==> config.mk <==
export PLATFORM = sky130hd
export DESIGN_NAME = spi_tx_master
export DESIGN_NICKNAME = d
export VERILOG_FILES = /design/src/rtl/spi_tx_master.sv
export SDC_FILE = /design/constraint.sdc
export NUM_CORES = 1
export LEC_CHECK = 0
export CORE_UTILIZATION = 33
export CTS_CLUSTER_DIAMETER = 100
export DETAILED_ROUTE_END_ITERATION = 6
export HOLD_SLACK_MARGIN = 0.06
export PLACE_DENSITY = 0.64
export RECOVER_POWER = 100
export SLEW_MARGIN = 20
export SYNTH_ARGS = -nofsm -noshare
export SYNTH_HDL_FRONTEND = slang
export SYNTH_SLANG_ARGS = --single-unit
==> constraint.sdc <==
create_clock -name clk -period 2.5 [get_ports clk]
set_clock_uncertainty 0.1 [all_clocks]
set_input_delay 0.375 -clock clk [delete_from_list [all_inputs] [get_ports clk]]
set_output_delay 0.375 -clock clk [all_outputs]
set_load 0.005 [all_outputs]
==> src/rtl/spi_tx_master.sv <==
// SPI master transmitter: serialises one DATA_W-bit word per accepted en strobe.
// Latency: cs_n drops on the accept edge; the frame lasts DIV*(2*DATA_W+2) cycles, then done pulses.
// Backpressure: en is accepted only in IDLE; while busy, en is ignored (no queuing).
module spi_tx_master #(
  parameter int DATA_W    = 16,
  parameter int DIV       = 26,
  parameter bit CPOL      = 1'b0,
  parameter bit CPHA      = 1'b0,
  parameter bit MSB_FIRST = 1'b1
) (
  input  logic              clk,
  input  logic              rst_n,
  input  logic [DATA_W-1:0] data_in,
  input  logic              en,
  output logic              busy,
  output logic              done,
  output logic              sclk,
  output logic              dout,
  output logic              cs_n
);

  localparam int DCW = $clog2(DIV + 1);
  localparam int BCW = $clog2(DATA_W + 1);
  localparam logic [DCW-1:0] DIV_LAST = DCW'(DIV - 1);
  localparam logic [BCW-1:0] BIT_LAST = BCW'(DATA_W);
  localparam logic [BCW-1:0] BIT_PEN  = BCW'(DATA_W - 1);

  typedef enum logic [1:0] {
    S_IDLE,
    S_SETUP,
    S_SHIFT,
    S_HOLD
  } state_t;

  state_t            state_q, state_d;
  logic [DCW-1:0]    divcnt_q, divcnt_d;
  logic [BCW-1:0]    bitcnt_q, bitcnt_d;
  logic [DATA_W-1:0] sreg_q, sreg_d;
  logic              sclk_q, sclk_d;
  logic              dout_q, dout_d;
  logic              cs_n_q, cs_n_d;
  logic              busy_q, busy_d;
  logic              done_q, done_d;

  logic              div_end;
  logic [DATA_W-1:0] sreg_nxt;

  // Bit presented on the line for a given shift-register content.
  function automatic logic first_bit(input logic [DATA_W-1:0] v);
    if (MSB_FIRST) begin
      return v[DATA_W-1];
    end
    return v[0];
  endfunction

  // Shift register advanced by one bit in the configured order.
  function automatic logic [DATA_W-1:0] shift_next(input logic [DATA_W-1:0] v);
    if (MSB_FIRST) begin
      return {v[DATA_W-2:0], 1'b0};
    end
    return {1'b0, v[DATA_W-1:1]};
  endfunction

  // State and output registers; reset forces the idle bus levels immediately.
  always_ff @(posedge clk or negedge rst_n) begin
    if (!rst_n) begin
      state_q  <= S_IDLE;
      divcnt_q <= '0;
      bitcnt_q <= '0;
      sreg_q   <= '0;
      sclk_q   <= CPOL;
      dout_q   <= 1'b0;
      cs_n_q   <= 1'b1;
      busy_q   <= 1'b0;
      done_q   <= 1'b0;
    end else begin
      state_q  <= state_d;
      divcnt_q <= divcnt_d;
      bitcnt_q <= bitcnt_d;
      sreg_q   <= sreg_d;
      sclk_q   <= sclk_d;
      dout_q   <= dout_d;
      cs_n_q   <= cs_n_d;
      busy_q   <= busy_d;
      done_q   <= done_d;
    end
  end

  // Next-state logic: divider paces every phase, bitcnt counts trailing edges in SHIFT.
  always_comb begin
    state_d  = state_q;
    divcnt_d = divcnt_q;
    bitcnt_d = bitcnt_q;
    sreg_d   = sreg_q;
    sclk_d   = sclk_q;
    dout_d   = dout_q;
    cs_n_d   = cs_n_q;
    busy_d   = busy_q;
    done_d   = 1'b0;
    div_end  = (divcnt_q == DIV_LAST);
    sreg_nxt = shift_next(sreg_q);

    case (state_q)
      S_IDLE: begin
        if (en) begin
          sreg_d   = data_in;
          cs_n_d   = 1'b0;
          busy_d   = 1'b1;
          divcnt_d = '0;
          bitcnt_d = '0;
          if (!CPHA) begin
            dout_d = first_bit(data_in);
          end
          state_d = S_SETUP;
        end
      end

      S_SETUP: begin
        if (div_end) begin
          // First leading edge; CPHA=1 launches the first bit here.
          divcnt_d = '0;
          bitcnt_d = '0;
          sclk_d   = ~CPOL;
          if (CPHA) begin
            dout_d = first_bit(sreg_q);
          end
          state_d = S_SHIFT;
        end else begin
          divcnt_d = divcnt_q + 1'b1;
        end
      end

      S_SHIFT: begin
        if (div_end) begin
          divcnt_d = '0;
          if (bitcnt_q == BIT_LAST) begin
            // Half-period of idle SCLK after the last trailing edge has elapsed.
            bitcnt_d = '0;
            state_d  = S_HOLD;
          end else if (sclk_q != CPOL) begin
            // Trailing edge: completes one bit; CPHA=0 launches the next one.
            sclk_d   = CPOL;
            bitcnt_d = bitcnt_q + 1'b1;
            if (!CPHA && (bitcnt_q != BIT_PEN)) begin
              sreg_d = sreg_nxt;
              dout_d = first_bit(sreg_nxt);
            end
          end else begin
            // Leading edge 2..DATA_W; CPHA=1 launches the next bit.
            sclk_d = ~CPOL;
            if (CPHA) begin
              sreg_d = sreg_nxt;
              dout_d = first_bit(sreg_nxt);
            end
          end
        end else begin
          divcnt_d = divcnt_q + 1'b1;
        end
      end

      S_HOLD: begin
        if (div_end) begin
          divcnt_d = '0;
          cs_n_d   = 1'b1;
          busy_d   = 1'b0;
          done_d   = 1'b1;
          dout_d   = 1'b0;
          state_d  = S_IDLE;
        end else begin
          divcnt_d = divcnt_q + 1'b1;
        end
      end

      default: begin
        state_d = S_IDLE;
      end
    endcase
  end

  assign busy = busy_q;
  assign done = done_q;
  assign sclk = sclk_q;
  assign dout = dout_q;
  assign cs_n = cs_n_q;

endmodule

==> run_results.csv, run 1 <==
group,metric,value,unit
placement,place_ws,0.373,ns
routing,ant_nets,0,
routing,first_pass_iters,4,
critical_path,start_kind,"flip-flop",
cts,cts-htree-levels,2,
logic_synthesis,synth_top_area_share,44.1,%
pwr,leakage,0.958,nW
placement,placed_area,0.00205,mm²
sta,period_needed,2.20,ns
routing,via_count,1431,
die,rows,26,
sta,fin_crit_sh,87.9,%
logic_synthesis,synth_warnings,0,
critical_path,ff2ff_setup_slack,0.30,ns
die,die_h,75.0,µm
cts,postCtsHoldBufs,0,
finish,fin_nets,230,
grt,grt_usage,14.7,%
cts,cts_buffers,5,
die,io-pin-count,24,
critical_path,worstReg2RegEnd,"bitcnt_q[0]",
flow_run,drv_cap,0,
logic_synthesis,ys_seq_area_share,45.6,%
logic_synthesis,synthCells,174,
pwr,vdd_drop_max,0.000225,V
critical_path,crit_end,"bitcnt_q[0]",
outcome,status,"completed",
pwr,p_per_area,459,mW/mm²
hold_path,min_path_type,"reg -> reg",
logic_synthesis,syn_area,0.00176,mm²
die,core-area,0.00511,mm²
logic_synthesis,avgSynthCellArea,10.1,µm²
placement,dp_hpwl,2510,µm
placement,gp_congestion,0.843,
die,fp.dieW,75.0,µm
critical_path,critPathArrivalTime,2.27,ns
grt,grt_pass1_wl,6200,µm
cts,path_clk_slew,0.07,ns
grt,grt_max_degree,33,
sta,max_freq,455,MHz
critical_path,worstReg2RegStart,"state_q[0]",
sta,setup_ws,0.301,ns
finish,syn_to_final_growth,20.3,%
finish,antenna_cells,0,
logic_synthesis,synth_edf_count,0,
cts,worstSkewPairLatency,0.28,ns
sta,hold_viol_final,0,
finish,final_area,0.00212,mm²
routing,post_drt_wl_per_cell,13.6,µm
logic_synthesis,async_flop_share,100,%
sta,worstMarginPinSlew,0.806,ns
finish,drive_above_1_share,9.41,%
sta,setup_viol,0,
placement,io_buffers,23,
cts,cts_root_buf,"clkbuf_8",
critical_path,critPathLaunch,"state_q[0]",
hold_path,holdPathStages,1,
cts,cts.sink_count,32,
cts,clockBufferDepth,2,
die,start_util,34.4,%
cts,cts_tree,"done",
critical_path,worstSetupPathType,"reg -> reg",
sta,setup-tns-final,0,ns
critical_path,rr_worst_depth,6,
cts,ctsResizeCount,0,
sta,rsz0062_at_grt,"false",
grt,grt_pass1_vias,1381,
logic_synthesis,synth.ff_latch_count,32,
critical_path,cp_max_fo,5,
routing,viasPerCell,5.26,
logic_synthesis,synthTopCellsByArea,"dfrtp_1 44%, o22ai_1 10%, ha_1 7.1%, a21oi_1 5.4%, o21ai_0 3.4%",
pwr,fin_total_pwr,0.972,mW
sta,relSlewSlack,46.2,%
routing,wl,3710,µm
critical_path,end_kind,"flip-flop",
finish,final_cell_mix,"31 x dfrtp_1, 28 x o22ai_1, 19 x a21oi_1",
die,dieArea,0.00563,mm²
logic_synthesis,synthesis.nets,203,
cts,postCtsSetupBuffers,0,
logic_synthesis,synthDistinctLibCells,41,
grt,gr-total-overflow,0,
logic_synthesis,yosys.area.top_type,"dfrtp_1",
routing,drtIter0Drc,137,
grt,antenna_found_initial,0,
critical_path,crit_required,2.57,ns
finish,layout.cells.most_common,"dfrtp_1",
routing,drcViolationCount,0,
sta,finalMaxSlewViolations,0,
logic_synthesis,ys.flop_type,"dfrtp_1",
==> synth_stat cells, types with 2 or more instances <==
| library cell | number |
|---|---|
| o22ai_1 | 28 |
| nor2_1 | 4 |
| clkbuf_1 | 2 |
| a22o_1 | 4 |
| o21ai_0 | 12 |
| nand3_1 | 3 |
| mux2_4 | 2 |
| nor2b_1 | 2 |
| buf_6 | 3 |
| a21oi_1 | 19 |
| nand4b_1 | 2 |
| ha_1 | 10 |
| nor3_1 | 5 |
| and2_1 | 2 |
| nand2b_1 | 2 |
| nand2_1 | 7 |
| inv_1 | 9 |
| and3_1 | 3 |
| dfrtp_1 | 31 |
| mux2_2 | 3 |
==> metrics by stage <==
stage | util [%] | hold slack (ns) | cells
after global routing | 41.5 | 0.404 | 272
after floorplan | - | -0.0206 | 174
after detailed placement | 40.1 | 0.382 | 264
after CTS | 41.9 | 0.398 | 272
final | 41.5 | 0.395 | 272
after global placement | 40.1 | 0.382 | 264
==> area by class of cell <==
class                      count  area [µm²]
clock inverter                 2        10.0
multi-input combinational    124         838
timing repair buffer          29         263
clock buffer                   6        82.6
sequential                    32         802
inverter                       9        33.8
tap                           70        87.6
fill                         533        2990
==> where the power goes <==
part | switching, mW | internal [mW] | total (mW)
clock network | 0.192 | 0.219 | 0.412
registers | 0 | 0.518 | 0.518
logic | 0.0169 | 0.0264 | 0.0433
==> critical path, stage by stage (launching register included) <==
cell and delay [ns]:
dfrtp_1 0.38, inv_1 0.10, ha_1 0.25, or2_0 0.26
a211oi_1 0.45, o21ai_0 0.25, mux2_2 0.31
==> flip-flops by register name (all words and copies together), names as in the netlist <==
register and count:
dout 1, cs_n 1, busy 1, state_q 2
sclk 1, sreg_q 15, done 1, divcnt_q 5
bitcnt_q 5
==> layer usage <==
| layer | vias up | share of wire [%] | global-route usage [%] |
|---|---|---|---|
| li1 | 707 | - | - |
| met1 | 681 | 49 | 19.5 |
| met2 | 37 | 43 | 22.7 |
| met3 | 6 | 6.3 | 4.82 |
| met4 | 0 | 1.2 | 4.61 |
| met5 | - | 0 | 0 |
==> cell families (layout without fill, tap and decap cells) <==
group,count (synthesis),count (layout),synth area share [%]
muxes,6,6,4.20
AOI/OAI and AO/OA,71,71,24.8
DFF,32,32,45.6
buffers and inverters,18,46,6.26
and+or+nand+nor,37,37,12.0
adders and majority gates,10,10,7.11
==> worst min-delay path by stage <==
stage               startpoint          end
global route         sreg_q[0]    sreg_q[0]
finish               sreg_q[0]    sreg_q[0]
detailed placement   sreg_q[0]    sreg_q[0]
global placement     sreg_q[0]    sreg_q[0]
CTS                  sreg_q[0]    sreg_q[0]
floorplan                rst_n  bitcnt_q[0]
Note: power is estimated with default switching activity, not from simulation.
==> run 2, diff against run 1 <==
- ABC_AREA: unset -> 1
- CTS_BUF_LIST: unset -> sky130_fd_sc_hd__clkbuf_4
- PLACE_DENSITY: 0.64 -> 0.63
- clock period: 2.5 -> 2.4 ns (I/O delays scaled with it)
==> run 2 against run 1 <==
Worst setup slack better by 0.17 ns. Combinational power increased to 31 times the previous value. Total power increased to 2.7 times the previous value. Cell count rose by 31%. Routed wire length fell by 3.5%. Clock power fell by 3%. Register-to-register slack improved by 0.17 ns. Synthesized cell count is 48% higher. Largest cell class unchanged. Highest routed layer unchanged.
==> run_results.csv, run 2 <==
group,metric,value,unit
logic_synthesis,synth_top_area_share,40.7,%
placement,dp_hpwl,2570,µm
critical_path,path_cells,"inv_1 -> ha_1 -> inv_1 -> nor2_8 -> inv_1 -> nand2_1 -> nor2_4 -> nand2_1 -> nand2_1",
critical_path,crit_cells,9,
critical_path,worstReg2RegEnd,"sreg_q[11]",
finish,drive_above_1_share,6.34,%
cts,cts_buffers,5,
finish,layout.cells.most_common,"nand2_1",
pwr,seq_power_share,33.8,%
logic_synthesis,synth_edf_count,0,
routing,ant_nets,0,
pwr,internal_power,1.46,mW
logic_synthesis,avgSynthCellArea,7.41,µm²
logic_synthesis,synth.ff_latch_count,32,
placement,io_buffers,23,
sta,setup-tns-final,0,ns
grt,grt_usage,13.4,%
critical_path,crit_buf_inv,3,
logic_synthesis,synthTopCellsByArea,"dfrtp_1 41%, nand2_1 26%, ha_1 6.6%, inv_1 3.9%, nor2_1 3.0%",
cts,ctsResizeCount,0,
logic_synthesis,ys.flop_type,"dfrtp_1",
critical_path,critPathArrivalTime,2.12,ns
placement,placed_area,0.00219,mm²
sta,max_freq,518,MHz
pwr,p_switching,1.17,mW
grt,grt_pass1_vias,1465,
pwr,pwr-share-clk,15.2,%
finish,nFillCells,606,
sta,fin_crit_sh,80.5,%
cts,postCtsHoldBufs,0,
routing,post_drt_wl_per_cell,10.0,µm
pwr,vdd_drop_max,0.000318,V
sta,hold_viol_final,0,
die,die_h,78.0,µm
critical_path,critPathLaunch,"state_q[1]",
hold_path,min_path_type,"reg -> reg",
cts,cts_root_buf,"clkbuf_4",
grt,gr-total-overflow,0,
critical_path,start_kind,"flip-flop",
flow_run,drv_cap,0,
finish,final_cell_mix,"134 x nand2_1, 31 x dfrtp_1, 21 x inv_1",
grt,grt_max_degree,33,
routing,first_pass_iters,4,
cts,cts_tree,"done",
critical_path,slowest_delay,0.41,ns
placement,gp_congestion,0.800,
routing,drtIter0Drc,65,
die,start_util,34.4,%
cts,cts-htree-levels,2,
critical_path,ff2ff_setup_slack,0.47,ns
finish,seq_area,802,µm²
outcome,status,"completed",
pwr,switching_share,44.4,%
routing,wl,3580,µm
sta,period_needed,1.93,ns
cts,cts.sink_count,32,
routing,via_count,1547,
pwr,p_per_area,1170,mW/mm²
logic_synthesis,synth_warnings,0,
logic_synthesis,async_flop_share,100,%
finish,fin_nets,312,
finish,largest_reg_flops,15,
finish,syn_to_final_growth,17.8,%
die,fp.dieW,78.0,µm
critical_path,worstSetupPathType,"reg -> reg",
logic_synthesis,syn_area,0.00191,mm²
cts,path_clk_slew,0.10,ns
critical_path,slowest_stage,"dfrtp_1",
logic_synthesis,synthesis.nets,286,
die,rows,27,
finish,antenna_cells,0,
critical_path,cp_max_fo,15,
finish,top_regs,"sreg_q x15, bitcnt_q x5, divcnt_q x5",
critical_path,worstReg2RegStart,"state_q[1]",
logic_synthesis,ys_seq_area_share,42.1,%
placement,place_inst,348,
cts,postCtsSetupBuffers,0,
logic_synthesis,synthCells,257,
critical_path,crit_required,2.59,ns
grt,antenna_found_initial,0,
logic_synthesis,yosys.area.top_type,"dfrtp_1",
placement,place_ws,0.468,ns
critical_path,rr_worst_depth,9,
finish,final_area,0.00224,mm²
critical_path,crit_end,"sreg_q[11]",
pwr,leakage,1.22,nW
cts,clockBufferDepth,2,
pwr,combPwrFrac,51.0,%
die,dieArea,0.00608,mm²
cts,worstSkewPairLatency,0.34,ns
critical_path,critical_path.top_delay_family,"simple AND/OR/NAND/NOR gates",
die,io-pin-count,24,
routing,viasPerCell,4.35,
grt,grt_pass1_wl,6310,µm
routing,drcViolationCount,0,
sta,worstMarginPinSlew,0.800,ns
sta,hold_slack,0.367,ns
finish,largest-register,"sreg_q",
sta,finalMaxSlewViolations,0,
hold_path,holdPathStages,2,
sta,rsz0062_at_grt,"false",
logic_synthesis,synth.most_common_cell,"nand2_1",
sta,setup_viol,0,
finish,final_util,40.5,%
sta,relSlewSlack,46.7,%
die,core-area,0.00554,mm²
logic_synthesis,synthDistinctLibCells,31,
critical_path,end_kind,"flip-flop",
finish,fin_cells,356,
sta,setup_ws,0.469,ns
pwr,fin_total_pwr,2.63,mW
finish,multi_input_area,946,µm²
logic_synthesis,synth_commonest_cells,"132 x nand2_1, 31 x dfrtp_1, 20 x inv_1",
run 2: how the worst min path moves through the flow:
stage / end / start / slack [ns]
5_1_grt: cs_n / cs_n / 0.39
2_1_floorplan: bitcnt_q[0] / rst_n / -0.04
4_1_cts: sreg_q[2] / rst_n / 0.31
6_report: cs_n / cs_n / 0.37
3_3_place_gp: sreg_q[12] / sreg_q[12] / 0.36
3_5_place_dp: cs_n / cs_n / 0.36
run 2: worst reg2reg max path, stage by stage, from the launching register on:
cell     delay, ns
dfrtp_1       0.41
inv_1         0.10
ha_1          0.20
inv_1         0.22
nor2_8        0.07
inv_1         0.15
nand2_1       0.14
nor2_4        0.32
nand2_1       0.11
nand2_1       0.07
run 2: kinds of logic after synthesis:
group                    Yosys count  share of synthesized area (%)
AND/OR/NAND/NOR                  172                           39.3
flip-flops                        32                           42.1
buffers and inverters             29                           7.16
AO/OA/AOI/OAI                     11                           3.55
adder cells (fa/ha/maj)           10                           6.57
XOR/XNOR                           3                           1.38
run 2: layout make-up:
type / instances / share of cell area (%)
multi-input cells: 196 / 42.1
flip-flops and latches: 32 / 35.7
well taps: 72 / 4.01
clock inverters: 3 / 1.67
clock buffers: 5 / 1.67
repair buffers: 25 / 10.8
inverters: 23 / 3.96
run 2: power groups by stage:
stage,clock [mW],combinational [mW],sequential [mW]
6_report,0.401,1.34,0.890
5_1_grt,0.443,1.56,0.920
4_1_cts,0.421,1.42,0.893
3_5_place_dp,0,1.42,0.902
3_3_place_gp,0,1.39,0.901
2_1_floorplan,0,1.15,0.879
run 2: metal layers:
layer / vias up / track usage (%) / share of wire (%)
li1: 831 / - / -
met5: - / 0 / 0
met1: 684 / 16.6 / 48
met4: 0 / 6.11 / 2.0
met3: 5 / 3.53 / 3.8
met2: 27 / 21.7 / 46
